**config.mk**
```make
export PLATFORM = sky130hd
export DESIGN_NAME = i2c_arbiter_flat
export DESIGN_NICKNAME = d
export VERILOG_FILES = /design/src/rtl/i2c_arbiter_if.sv /design/src/rtl/i2c_arbiter.sv /design/src/flat_wrapper.sv
export SDC_FILE = /design/constraint.sdc
export NUM_CORES = 1
export LEC_CHECK = 0
export CORE_MARGIN = 2
export CORE_UTILIZATION = 41
export CTS_BUF_LIST = sky130_fd_sc_hd__clkbuf_8
export CTS_CLUSTER_DIAMETER = 80
export DETAILED_ROUTE_END_ITERATION = 10
export PLACE_DENSITY_LB_ADDON = 0.1
export RECOVER_POWER = 50
export SKIP_CTS_REPAIR_TIMING = 1
export SLEW_MARGIN = 20
export SYNTH_ARGS = -nofsm -noshare
export SYNTH_HDL_FRONTEND = slang
export SYNTH_SLANG_ARGS = --single-unit
```
**constraint.sdc**
```tcl
create_clock -name clk -period 1.9 [get_ports clk]
set_input_delay 0.19 -clock clk [delete_from_list [all_inputs] [get_ports clk]]
set_output_delay 0.19 -clock clk [all_outputs]
set_load 0.05 [all_outputs]
```
**src/rtl/i2c_arbiter_if.sv**
```systemverilog
// Bundle between the two EEPROM requesters, the arbiter and the I2C byte controller.
// slave = arbiter view, master = environment (requesters + controller) view.
interface i2c_arbiter_if;
    logic [1:0]  req;
    logic [1:0]  req_wr;
    logic [31:0] req_addr;
    logic [15:0] req_wdata;
    logic [1:0]  gnt;
    logic [1:0]  done;
    logic [1:0]  err;
    logic [7:0]  rdata;
    logic        busy;
    logic        i2c_start_flag;
    logic        i2c_wr_flag;
    logic        i2c_rd_flag;
    logic [15:0] i2c_addr;
    logic [7:0]  i2c_data_wr;
    logic        i2c_done;
    logic [7:0]  i2c_data_rd;

    modport slave (
        input  req, req_wr, req_addr, req_wdata, i2c_done, i2c_data_rd,
        output gnt, done, err, rdata, busy,
               i2c_start_flag, i2c_wr_flag, i2c_rd_flag, i2c_addr, i2c_data_wr
    );

    modport master (
        output req, req_wr, req_addr, req_wdata, i2c_done, i2c_data_rd,
        input  gnt, done, err, rdata, busy,
               i2c_start_flag, i2c_wr_flag, i2c_rd_flag, i2c_addr, i2c_data_wr
    );
endinterface

```
**src/rtl/i2c_arbiter.sv**
```systemverilog
// Round-robin arbiter sharing one I2C EEPROM byte controller between two requesters,
// with completion timeout and a post-write hold-off while the EEPROM programs.
module i2c_arbiter #(
    parameter int WR_GAP_CYC  = 250000,
    parameter int TIMEOUT_CYC = 1000000
) (
    input logic         clk,
    input logic         rstn,
    i2c_arbiter_if.slave bus
);
    localparam int CNT_MAX = (WR_GAP_CYC > TIMEOUT_CYC) ? WR_GAP_CYC : TIMEOUT_CYC;
    localparam int CW      = $clog2(CNT_MAX + 1);
    localparam logic [CW-1:0] GAP_LAST = CW'(WR_GAP_CYC - 1);
    localparam logic [CW-1:0] TO_LAST  = CW'(TIMEOUT_CYC - 1);

    typedef enum logic [1:0] {IDLE, ISSUE, WAIT, GAP} state_t;

    state_t        state_reg, state_next;
    logic [CW-1:0] cnt_reg, cnt_next;
    logic          owner_reg, owner_next;
    logic          last_reg, last_next;
    logic          wr_reg, wr_next;
    logic [15:0]   addr_reg, addr_next;
    logic [7:0]    wdata_reg, wdata_next;
    logic [7:0]    rdata_reg, rdata_next;
    logic [1:0]    done_reg, done_next;
    logic [1:0]    err_reg, err_next;

    logic [15:0]   addr_arr [2];
    logic [7:0]    wdata_arr [2];
    logic          winner;
    logic          active;

    genvar gi;
    generate
        for (gi = 0; gi < 2; gi++) begin : g_unpack
            assign addr_arr[gi]  = bus.req_addr[16*gi +: 16];
            assign wdata_arr[gi] = bus.req_wdata[8*gi +: 8];
        end
    endgenerate

    // On a tie the requester that was not served last wins; otherwise the lone requester.
    assign winner = (&bus.req) ? ~last_reg : bus.req[1];

    always_ff @(posedge clk) begin
        if (rstn) begin
            state_reg <= IDLE;
            cnt_reg   <= '0;
            owner_reg <= 1'b0;
            last_reg  <= 1'b0;
            wr_reg    <= 1'b0;
            addr_reg  <= '0;
            wdata_reg <= '0;
            rdata_reg <= '0;
            done_reg  <= '0;
            err_reg   <= '0;
        end else begin
            state_reg <= state_next;
            cnt_reg   <= cnt_next;
            owner_reg <= owner_next;
            last_reg  <= last_next;
            wr_reg    <= wr_next;
            addr_reg  <= addr_next;
            wdata_reg <= wdata_next;
            rdata_reg <= rdata_next;
            done_reg  <= done_next;
            err_reg   <= err_next;
        end
    end

    always_comb begin
        state_next = state_reg;
        cnt_next   = cnt_reg;
        owner_next = owner_reg;
        last_next  = last_reg;
        wr_next    = wr_reg;
        addr_next  = addr_reg;
        wdata_next = wdata_reg;
        rdata_next = rdata_reg;
        done_next  = '0;
        err_next   = '0;
        case (state_reg)
            IDLE: begin
                cnt_next = '0;
                if (|bus.req) begin
                    owner_next = winner;
                    last_next  = winner;
                    wr_next    = bus.req_wr[winner];
                    addr_next  = addr_arr[winner];
                    wdata_next = wdata_arr[winner];
                    state_next = ISSUE;
                end
            end
            ISSUE: begin
                cnt_next   = '0;
                state_next = WAIT;
            end
            WAIT: begin
                // A completion on the final timeout cycle still counts as success.
                if (bus.i2c_done) begin
                    done_next = 2'b01 << owner_reg;
                    cnt_next  = '0;
                    if (wr_reg) begin
                        state_next = GAP;
                    end else begin
                        rdata_next = bus.i2c_data_rd;
                        state_next = IDLE;
                    end
                end else if (cnt_reg == TO_LAST) begin
                    err_next   = 2'b01 << owner_reg;
                    cnt_next   = '0;
                    state_next = GAP;
                end else begin
                    cnt_next = cnt_reg + 1'b1;
                end
            end
            GAP: begin
                if (cnt_reg == GAP_LAST) begin
                    cnt_next   = '0;
                    state_next = IDLE;
                end else begin
                    cnt_next = cnt_reg + 1'b1;
                end
            end
            default: state_next = IDLE;
        endcase
    end

    // Controller-facing fields are only driven while a transaction is outstanding.
    assign active             = (state_reg == ISSUE) || (state_reg == WAIT);
    assign bus.gnt            = active ? (2'b01 << owner_reg) : 2'b00;
    assign bus.i2c_start_flag = (state_reg == ISSUE);
    assign bus.i2c_wr_flag    = active & wr_reg;
    assign bus.i2c_rd_flag    = active & ~wr_reg;
    assign bus.i2c_addr       = active ? addr_reg : 16'h0000;
    assign bus.i2c_data_wr    = active ? wdata_reg : 8'h00;
    assign bus.busy           = (state_reg != IDLE);
    assign bus.done           = done_reg;
    assign bus.err            = err_reg;
    assign bus.rdata          = rdata_reg;
endmodule

```
**src/flat_wrapper.sv**
```systemverilog
// flat-port wrapper written by rule: the top's interface ports become plain ports
module i2c_arbiter_flat 
#(
    parameter int WR_GAP_CYC  = 250000,
    parameter int TIMEOUT_CYC = 1000000
)
  (clk, rstn, bus_req, bus_req_wr, bus_req_addr, bus_req_wdata, bus_i2c_done, bus_i2c_data_rd, bus_gnt, bus_done, bus_err, bus_rdata, bus_busy, bus_i2c_start_flag, bus_i2c_wr_flag, bus_i2c_rd_flag, bus_i2c_addr, bus_i2c_data_wr);
  i2c_arbiter_if bus_i ();
  input logic clk;
  input logic rstn;
  input wire logic [$bits(bus_i.req)-1:0] bus_req;
  input wire logic [$bits(bus_i.req_wr)-1:0] bus_req_wr;
  input wire logic [$bits(bus_i.req_addr)-1:0] bus_req_addr;
  input wire logic [$bits(bus_i.req_wdata)-1:0] bus_req_wdata;
  input wire logic [$bits(bus_i.i2c_done)-1:0] bus_i2c_done;
  input wire logic [$bits(bus_i.i2c_data_rd)-1:0] bus_i2c_data_rd;
  output wire logic [$bits(bus_i.gnt)-1:0] bus_gnt;
  output wire logic [$bits(bus_i.done)-1:0] bus_done;
  output wire logic [$bits(bus_i.err)-1:0] bus_err;
  output wire logic [$bits(bus_i.rdata)-1:0] bus_rdata;
  output wire logic [$bits(bus_i.busy)-1:0] bus_busy;
  output wire logic [$bits(bus_i.i2c_start_flag)-1:0] bus_i2c_start_flag;
  output wire logic [$bits(bus_i.i2c_wr_flag)-1:0] bus_i2c_wr_flag;
  output wire logic [$bits(bus_i.i2c_rd_flag)-1:0] bus_i2c_rd_flag;
  output wire logic [$bits(bus_i.i2c_addr)-1:0] bus_i2c_addr;
  output wire logic [$bits(bus_i.i2c_data_wr)-1:0] bus_i2c_data_wr;
  assign bus_i.req = bus_req;
  assign bus_i.req_wr = bus_req_wr;
  assign bus_i.req_addr = bus_req_addr;
  assign bus_i.req_wdata = bus_req_wdata;
  assign bus_i.i2c_done = bus_i2c_done;
  assign bus_i.i2c_data_rd = bus_i2c_data_rd;
  assign bus_gnt = bus_i.gnt;
  assign bus_done = bus_i.done;
  assign bus_err = bus_i.err;
  assign bus_rdata = bus_i.rdata;
  assign bus_busy = bus_i.busy;
  assign bus_i2c_start_flag = bus_i.i2c_start_flag;
  assign bus_i2c_wr_flag = bus_i.i2c_wr_flag;
  assign bus_i2c_rd_flag = bus_i.i2c_rd_flag;
  assign bus_i2c_addr = bus_i.i2c_addr;
  assign bus_i2c_data_wr = bus_i.i2c_data_wr;
  i2c_arbiter #(.WR_GAP_CYC(WR_GAP_CYC), .TIMEOUT_CYC(TIMEOUT_CYC)) u_core (.clk(clk), .rstn(rstn), .bus(bus_i));
endmodule
```
==> out/summary.txt <==
Power share of the clock group = 21.9%
Maximum number of buffers from clock root to sink = 2
Kind of end point of the critical path = primary output
F_max = 547 MHz
Largest net degree at the start of global routing = 51
Beginning of the worst hold path = bus_i2c_data_rd[5]
Worst-Skew Late Latency = 0.33 ns
Final layout net count = 485
Gpl congestion = 0.812
Gate power share = 47.0%
Min-delay worst type = input pin to register
Count of port buffers added during placement = 104
Clock Skew = 0.00647 ns
First-pass GRT wire length = 11000 µm
Minimum clock period after layout = 1.83 ns
Final period util = 96.3%
Post-Synthesis Cell Area = 2850 µm²
Total count of hold-check failures in the final report = 0
Top-level I/O count = 105
Yosys warning total = 0
CP Data Arrival Time = 1.64 ns
First-iteration detailed-routing DRC count = 71
Pre-Repair DR Iteration Count = 4
Category of the critical setup timing path = register to primary output
Startpoint of the worst-slack reg-to-reg timing path = u_core.cnt_reg[10]
# DRC = 0
Cell Pwr Density = 1090 nW/µm²
Proportion of layout cells with a drive suffix above 1 = 18.0%
Clock-pin slew on the worst setup and hold paths = 0.07 ns
# diodes = 0
Die ar. = 7630 µm²
Mean instance size in the synthesized netlist = 9.19 µm²
Number of antenna violations at the first check in global routing = 0
Standard cell core area = 6760 µm²
Overall Global Routing Usage = 18.5%
Internal cell power = 3.08 mW
Sequential fraction of design power = 31.1%
Kind of launch point of the worst setup path = register
Maximum fanout along the worst path = 28
Total detailed-routing wirelength = 6590 µm
Estimated wirelength of the detail-placed design = 4970 µm
Fraction of power spent switching nets = 37.5%
Tightest slew margin relative to the limit = 61.0%
Minimum hold slack = 0.461 ns
Final setup violation count = 0
TritonCTS clock tree = done
Clock Tree Root = clkbuf_8
TritonCTS sink count = 60
Number of placement rows = 30
Max FFs per register = 20
Maximum VDD drop = 0.000556 V
Share of synthesized area occupied by flip-flops and latches = 42.2%
Chip height = 87.4 µm
Avg WL per Cell = 13.1 µm
Vias in the first global route = 2402
Average vias per placed instance = 4.98
Cell count after synthesis = 310
Vias after detailed routing = 2499
Post-route cell area = 4510 µm²
Worst slew pin tran = 0.588 ns
Total net switching power = 1.84 mW
Number of cells on the worst hold path = 3
Required @ worst endpoint = 1.71 ns
Unique masters post-synth = 37
Synth-to-layout area growth = 58.1%
Reported leakage power = 1.83 nW
Chip width = 87.4 µm
Status = complete, no violations
Depth of the worst register-to-register path = 6
Unrepaired setup endpoints after global routing = yes
Synthesized flop and latch total = 60
Post-Route Utilization = 66.7%
Total congestion overflow after global routing = 0
Area after detailed placement = 4320 µm²
Number of nets with antenna violations after routing = 0
Starting utilization of the core area = 42.2%
Final max-slew violation count = 0
Min-Delay Endpoint = u_core.bus.rdata[5]
Setup slack on the worst flop-to-flop path = 0.11 ns
Number of buffers inserted during clock tree synthesis = 9
Synth Net Count = 378
Count of maximum capacitance violations = 0
Worst r2r dst = u_core.cnt_reg[10]
Htree depth = 3
## worst max-delay path, stage by stage, from the launching register on
cell and delay (ns):
dfxtp_1 0.37, inv_1 0.09, ha_1 0.32, buf_12 0.17
and2_1 0.20, buf_12 0.15
## stage by stage
stage	std cells	setup WS (ns)	total power, mW	setup TNS (ns)
2_1_floorplan	310	0.0377	2.78	0
3_3_place_gp	486	0.112	3.88	0
3_5_place_dp	486	0.0587	3.90	0
4_1_cts	502	-0.0425	4.99	-0.0769
5_1_grt	502	-0.0131	5.19	-0.0768
6_report	502	0.0708	4.92	0
## worst max-delay path by stage
stage                                    from            endpoint  cells after the start  slack (ns)
after floorplan             u_core.cnt_reg[0]  u_core.cnt_reg[11]                      8        0.04
after global placement      u_core.cnt_reg[0]   u_core.cnt_reg[8]                      7        0.11
after detailed placement    u_core.cnt_reg[0]   u_core.cnt_reg[2]                      7        0.06
after CTS                 u_core.state_reg[0]          bus_gnt[0]                      5       -0.04
after global routing      u_core.state_reg[1]     bus_i2c_addr[2]                      5       -0.01
final                     u_core.state_reg[1]     bus_i2c_addr[8]                      5        0.07
## power by group through the flow
stage | Clock (mW) | Sequential [mW] | Combinational (mW)
final | 1.08 | 1.53 | 2.31
after global routing | 1.17 | 1.55 | 2.48
after CTS | 1.11 | 1.52 | 2.36
after detailed placement | 0 | 1.55 | 2.35
after global placement | 0 | 1.54 | 2.34
after floorplan | 0 | 1.55 | 1.23
## placed cells by master, fill, tap and decap left out, drive strengths merged, types with 7 or more instances in the layout
master	synthesis	final
clkdlybuf4s50	0	62
nor2	62	62
dfxtp	60	60
buf	6	39
mux2i	33	33
and2	28	28
a211oi	25	25
dlygate4sd3	0	12
inv	9	11
clkbuf	13	11
xnor2	9	9
xor2	9	9
nand2	7	7
## cells by family (layout without fill, tap and decap cells)
group                      after synthesis  after routing  synth area share [%]
AOI/OAI and AO/OA                       36             36                  9.75
and+or+nand+nor                        130            130                  24.0
DFF                                     60             60                  42.2
muxes                                   33             33                  11.6
adders and majority gates                5              5                  2.20
xor gates and xnor gates                18             18                  5.53
buffers and inverters                   28            140                  4.79
## cell type report
class | count | area (µm²)
well taps | 80 | 100
clock inverters | 7 | 60.1
flip-flops and latches | 60 | 1200
repair buffers | 115 | 1440
multi-input cells | 222 | 1540
fillers | 570 | 2250
clock buffers | 9 | 124
inverters | 9 | 33.8
## Yosys cell counts
library cell,instances,area [µm²]
and2_4,2,17.5
a21oi_1,1,5.00
xnor2_1,9,78.8
a41o_1,1,10.0
inv_1,9,33.8
and3_4,1,11.3
dfxtp_1,60,1200
buf_6,3,33.8
and3_1,2,12.5
nand4b_1,2,17.5
and2_1,26,163
a21boi_0,1,7.51
ha_1,5,62.6
mux2i_1,33,330
a211oi_1,25,188
or4_1,2,15.0
nor4_1,2,12.5
a31oi_1,1,6.26
xor2_1,9,78.8
clkbuf_1,13,48.8
o21ai_0,1,5.00
nor2_2,11,68.8
nand3_1,6,30.0
nor3_1,4,20.0
or3_1,2,12.5
a311o_1,1,10.0
nand4_1,6,37.5
nor2b_1,2,12.5
buf_4,2,15.0
and4_1,2,17.5
a41o_2,1,11.3
nor4b_1,2,17.5
buf_2,1,5.00
a311oi_1,3,26.3
nand2_1,7,26.3
a21o_2,1,8.76
nor2_1,51,191
## routing by layer
metal	share of wire, %	up-vias	global-route usage, %
met1	42	1147	21.0
li1	-	1291	-
met5	0	-	0
met3	8.3	7	8.34
met2	48	54	29.9
met4	1.7	0	7.97
Note: power is estimated with default switching activity, not from simulation.
